## config.mk

```make
export PLATFORM = sky130hd
export DESIGN_NAME = ulpi_tx_arbiter
export DESIGN_NICKNAME = d
export VERILOG_FILES = /design/src/rtl/ulpi_tx_arbiter.sv
export SDC_FILE = /design/constraint.sdc
export NUM_CORES = 1
export LEC_CHECK = 0
export BUFFER_PORTS_ARGS = -buffer_cell sky130_fd_sc_hd__buf_2
export CORE_AREA = 2 2 51 53
export CTS_BUF_LIST = sky130_fd_sc_hd__clkbuf_2 sky130_fd_sc_hd__clkbuf_4 sky130_fd_sc_hd__clkbuf_8
export CTS_CLUSTER_SIZE = 16
export DETAILED_ROUTE_END_ITERATION = 6
export DIE_AREA = 0 0 53 55
export GPL_ROUTABILITY_DRIVEN = 0
export PLACE_DENSITY = 0.83
export SLEW_MARGIN = 40
export SYNTH_ARGS = -nofsm -noshare
export SYNTH_HDL_FRONTEND = slang
export SYNTH_SLANG_ARGS = --single-unit
export TNS_END_PERCENT = 10
```

## constraint.sdc

```tcl
create_clock -name clk -period 1.8 [get_ports clk]
set_clock_uncertainty 0.15 [all_clocks]
set_input_delay 0.09 -clock clk [delete_from_list [all_inputs] [get_ports clk]]
set_output_delay 0.09 -clock clk [all_outputs]
set_load 0.005 [all_outputs]
```

## src/rtl/ulpi_tx_arbiter.sv

```systemverilog
// Round-robin arbiter sharing the ULPI TX engine between register-write and packet requesters.
// Optional statistics counters are built when ULPI_ARB_STATS_EN is defined.
module ulpi_tx_arbiter #(
  parameter int TURN_CYCLES = 2,
  parameter int TIMEOUT     = 1023,
  parameter int MAX_RETRY   = 3
`ifdef ULPI_ARB_STATS_EN
  ,
  parameter int STAT_W      = 16
`endif
) (
  input  logic              clk,
  input  logic              n_rst,
  input  logic              req_reg,
  input  logic              req_pkt,
  input  logic              dir,
  input  logic              tx_done,
  input  logic              tx_abort,
  output logic              gnt_reg,
  output logic              gnt_pkt,
  output logic              tx_start,
  output logic              tx_sel,
`ifdef ULPI_ARB_STATS_EN
  output logic [STAT_W-1:0] cnt_reg,
  output logic [STAT_W-1:0] cnt_pkt,
  output logic [STAT_W-1:0] cnt_err,
`endif
  output logic              err
);

  localparam int TURN_W  = $clog2(TURN_CYCLES + 2);
  localparam int TIMER_W = $clog2(TIMEOUT + 2);
  localparam int RETRY_W = $clog2(MAX_RETRY + 2);

  typedef enum logic [2:0] {
    IDLE,
    START,
    WAIT,
    HOLD,
    RELEASE,
    ERR
  } state_t;

  state_t               state_q, state_d;
  logic                 gnt_reg_q, gnt_reg_d;
  logic                 gnt_pkt_q, gnt_pkt_d;
  logic                 tx_sel_q, tx_sel_d;
  logic                 rr_ptr_q, rr_ptr_d;
  logic [RETRY_W-1:0]   retry_cnt_q, retry_cnt_d;
  logic [TIMER_W-1:0]   timer_q, timer_d;
  logic [TURN_W-1:0]    turn_cnt_q, turn_cnt_d;
  logic                 bus_free;
  logic                 pick_pkt;

  assign bus_free = !dir && (turn_cnt_q == '0);
  // A lone requester always wins; on contention rr_ptr names the side whose turn it is.
  assign pick_pkt = req_pkt && (!req_reg || rr_ptr_q);

  always_comb begin
    state_d     = state_q;
    gnt_reg_d   = gnt_reg_q;
    gnt_pkt_d   = gnt_pkt_q;
    tx_sel_d    = tx_sel_q;
    rr_ptr_d    = rr_ptr_q;
    retry_cnt_d = retry_cnt_q;
    timer_d     = timer_q;
    turn_cnt_d  = turn_cnt_q;

    if (dir) begin
      turn_cnt_d = TURN_W'(TURN_CYCLES);
    end else if (turn_cnt_q != '0) begin
      turn_cnt_d = turn_cnt_q - 1'b1;
    end

    unique case (state_q)
      IDLE: begin
        if (bus_free && (req_reg || req_pkt)) begin
          gnt_pkt_d   = pick_pkt;
          gnt_reg_d   = !pick_pkt;
          tx_sel_d    = pick_pkt;
          retry_cnt_d = '0;
          state_d     = START;
        end
      end
      START: begin
        timer_d = '0;
        state_d = WAIT;
      end
      WAIT: begin
        timer_d = timer_q + 1'b1;
        if (tx_done) begin
          gnt_reg_d = 1'b0;
          gnt_pkt_d = 1'b0;
          state_d   = RELEASE;
        end else if (tx_abort && (retry_cnt_q < RETRY_W'(MAX_RETRY))) begin
          retry_cnt_d = retry_cnt_q + 1'b1;
          state_d     = HOLD;
        end else if (tx_abort || (timer_q == TIMER_W'(TIMEOUT))) begin
          gnt_reg_d = 1'b0;
          gnt_pkt_d = 1'b0;
          state_d   = ERR;
        end
      end
      HOLD: begin
        if (bus_free) begin
          state_d = START;
        end
      end
      RELEASE, ERR: begin
        rr_ptr_d = !tx_sel_q;
        state_d  = IDLE;
      end
      default: begin
        state_d = IDLE;
      end
    endcase
  end

  always_ff @(posedge clk or negedge n_rst) begin
    if (!n_rst) begin
      state_q     <= IDLE;
      gnt_reg_q   <= 1'b0;
      gnt_pkt_q   <= 1'b0;
      tx_sel_q    <= 1'b0;
      rr_ptr_q    <= 1'b0;
      retry_cnt_q <= '0;
      timer_q     <= '0;
      turn_cnt_q  <= TURN_W'(TURN_CYCLES);
    end else begin
      state_q     <= state_d;
      gnt_reg_q   <= gnt_reg_d;
      gnt_pkt_q   <= gnt_pkt_d;
      tx_sel_q    <= tx_sel_d;
      rr_ptr_q    <= rr_ptr_d;
      retry_cnt_q <= retry_cnt_d;
      timer_q     <= timer_d;
      turn_cnt_q  <= turn_cnt_d;
    end
  end

  assign gnt_reg  = gnt_reg_q;
  assign gnt_pkt  = gnt_pkt_q;
  assign tx_sel   = tx_sel_q;
  assign tx_start = (state_q == START);
  assign err      = (state_q == ERR);

`ifdef ULPI_ARB_STATS_EN
  logic [STAT_W-1:0] cnt_reg_q, cnt_reg_d;
  logic [STAT_W-1:0] cnt_pkt_q, cnt_pkt_d;
  logic [STAT_W-1:0] cnt_err_q, cnt_err_d;

  // Counters saturate at all-ones rather than wrapping.
  always_comb begin
    cnt_reg_d = cnt_reg_q;
    cnt_pkt_d = cnt_pkt_q;
    cnt_err_d = cnt_err_q;
    if (state_q == RELEASE) begin
      if (tx_sel_q) begin
        if (cnt_pkt_q != '1) cnt_pkt_d = cnt_pkt_q + 1'b1;
      end else begin
        if (cnt_reg_q != '1) cnt_reg_d = cnt_reg_q + 1'b1;
      end
    end
    if ((state_q == ERR) && (cnt_err_q != '1)) begin
      cnt_err_d = cnt_err_q + 1'b1;
    end
  end

  always_ff @(posedge clk or negedge n_rst) begin
    if (!n_rst) begin
      cnt_reg_q <= '0;
      cnt_pkt_q <= '0;
      cnt_err_q <= '0;
    end else begin
      cnt_reg_q <= cnt_reg_d;
      cnt_pkt_q <= cnt_pkt_d;
      cnt_err_q <= cnt_err_d;
    end
  end

  assign cnt_reg = cnt_reg_q;
  assign cnt_pkt = cnt_pkt_q;
  assign cnt_err = cnt_err_q;
`endif

endmodule

```

==> out/metrics.csv <==
metric;value;unit
row_count;18;
hp-class;primary input to flip-flop;
drt-pass1-iter-count;4;
boundaryPins;12;
largestRegisters;timer_q: 11 flops, retry_cnt_q: 3 flops, state_q: 3 flops;
cap_violations;0;
drt_wl_total;2550;um
drc;0;
antenna_left;0;
area_growth;18.9;%
avgSynthCellArea;9.98;sq um
worstSetupEndpointType;flip-flop;
synth_simple_gate_area_share;20.2;%
path_clk_slew;0.12;ns
yosysTopAreaCellShare;45.6;%
powerDensity;1170;nW/um^2
final_area;1440;sq um
htreeDepth;1;
clk_path_buf_depth;2;
num_vias;1010;
power_switching_share;36.6;%
cp.arrival;1.77;ns
regMostFlops;timer_q;
r2r_setup_slack;0.09;ns
final_cells;175;
pwr-share-clk;13.7;%
synth_fa_ha_area_share;3.11;%
grt_pass1_vias;971;
n_antenna_cell;0;
place_area;1300;sq um
dr.first_iter.drc_count;21;
wire_per_inst;14.6;um
ir_drop;0.000804;V
yosysTopAreaCell;dfrtp_1;
synthFlopType;dfrtp_1;
seqPwrFrac;47.5;%
p_int;1070;uW
synth-compound-area-share;22.8;%
worstSetupStartpointType;flip-flop;
core-area;2360;sq um
grt_usage;19.8;%
hold_viol;0;
io_buffer_count;11;
numCtsBuffers;3;
timing.final.crit_share;94.9;%
numClockSinks;23;
post-dp-hpwl;1760;um
synth_top_family_by_area;compound AO/OA/AOI/OAI gates;
start_util;51.1;%
dp_cells;162;
drive_gt1_share;26.2;%
via_per_inst;5.77;
grt_max_degree;24;
finalSetupViolations;0;
syn-cell-area;1210;sq um
cp_data_required_time;1.86;ns
die_x;53;um
syn_nets;131;
largest_reg_flops;11;
ys_ff_latch;23;
synth_edf_count;0;
fin_crit;1.71;ns
crit_type;flip-flop to flip-flop;
run_status;finished, final reports clean;
synthMuxAreaShare;1.24;%
final_nets;156;
timing.hold.ws;0.0577;ns
cts_tree;yes;
grt_pass1_wl;4160;um
p_leak;0.000673;uW
overflow;0;
antenna_found_initial;0;
p_sw;616;uW
cts_root_buffer;clkbuf_4;
yosysUniqueCellTypes;40;
p_comb_share;38.7;%
crit_path_max_fanout;6;
syn_inst;121;
synthArstFlopShare;100;%
die-area;2920;sq um
synthTopCellsByArea;dfrtp_1 (46%), o21ai_0 (6.2%), nor2_1 (3.4%), ha_1 (3.1%), nand2_1 (2.8%);
relSlewSlack;65.5;%
maxSlewViolCount;0;
yosys_warnings;0;
tns;0;ns
ys_seq_area_share;47.8;%
clock_latency;0.31;ns
fmax;586;MHz
synth_xor_area_share;0.725;%
synthTopCellsByCount;dfrtp_1 (22), o21ai_0 (15), nor2_1 (11);
dieHeight;55;um
fin_util;60.7;%
tightest_slew;0.518;ns
synth_most_common_cell;dfrtp_1;
==> metal layers <==
metal  wire, um  vias up  track usage (%)  part of all wire [%]
met1       1120      478             24.3                    44
li1           -      496                -                     -
met2       1270       30             34.0                    50
met3        111        6             2.42                   4.3
met5          0        -                0                     0
met4         50        0             11.1                   2.0
==> logic make-up after synthesis <==
logic type,after synthesis
AO/OA/AOI/OAI,42
XOR/XNOR,1
adder cells (fa/ha/maj),3
buffers and inverters,11
flip-flops,23
multiplexers,1
AND/OR/NAND/NOR,40
==> layout make-up <==
cell class | instances | area (sq um)
multi-input combinational | 87 | 603
tap | 30 | 37.5
fill | 206 | 930
sequential | 23 | 579
timing repair buffer | 23 | 158
clock inverter | 1 | 5.00
inverter | 8 | 30.0
clock buffer | 3 | 22.5
==> stage by stage <==
step,setup slack [ns],power [uW]
after CTS,0.0433,1620
after detailed placement,-0.00448,1350
after global placement,0.0710,1300
after floorplan,0.115,1170
final,0.0925,1680
after global routing,-0.00648,1810
==> power groups by stage <==
stage / registers (uW) / logic (uW) / clock network, uW
after global routing: 823 / 728 / 256
after global placement: 783 / 522 / 0
after floorplan: 740 / 435 / 0
final: 799 / 652 / 231
after CTS: 789 / 587 / 244
after detailed placement: 798 / 552 / 0
==> path summary, 6_finish.rpt <==
path,cells past startpoint,end,startpoint
max in group asynchronous,2,state_q[0],n_rst
min,4,state_q[0],tx_done
max,6,retry_cnt_q[0],turn_cnt_q[0]
max reg2reg,6,retry_cnt_q[0],turn_cnt_q[0]
min in group asynchronous,2,gnt_pkt,n_rst
min reg2reg,1,timer_q[10],timer_q[10]
==> repair_timing <==
item / in CTS / in global routing
hold buffers: 5 / 0
buffers inserted: 2 / 2
cloned: 0 / 0
hold endpoints to repair: 29 / 0
pin swaps: 1 / 2
gates resized for setup: 0 / 7
endpoints found under the setup margin: 2 / 5
==> worst max-delay path: stages, from the launching register on <==
cell,delay [ns]
dfrtp_1,0.40
inv_1,0.07
ha_2,0.20
nand2b_4,0.07
nor4b_4,0.38
nor2_1,0.08
mux2_4,0.26
==> placed cells by master, fill, tap and decap left out, types with 2 or more instances in the layout <==
cell type / instances
dfrtp_2: 2
a211o_1: 2
inv_1: 8
clkbuf_4: 3
dlygate4sd3_1: 5
nor2_1: 11
nand4_1: 3
dfrtp_1: 20
o31ai_1: 4
o211ai_1: 2
buf_4: 7
nand2_1: 9
ha_1: 2
and3_1: 3
o41ai_1: 2
nand3_1: 2
a21oi_1: 6
o311ai_0: 2
buf_2: 11
a31oi_1: 2
o21ai_0: 15
No activity file was read; power rests on OpenSTA's default activity.
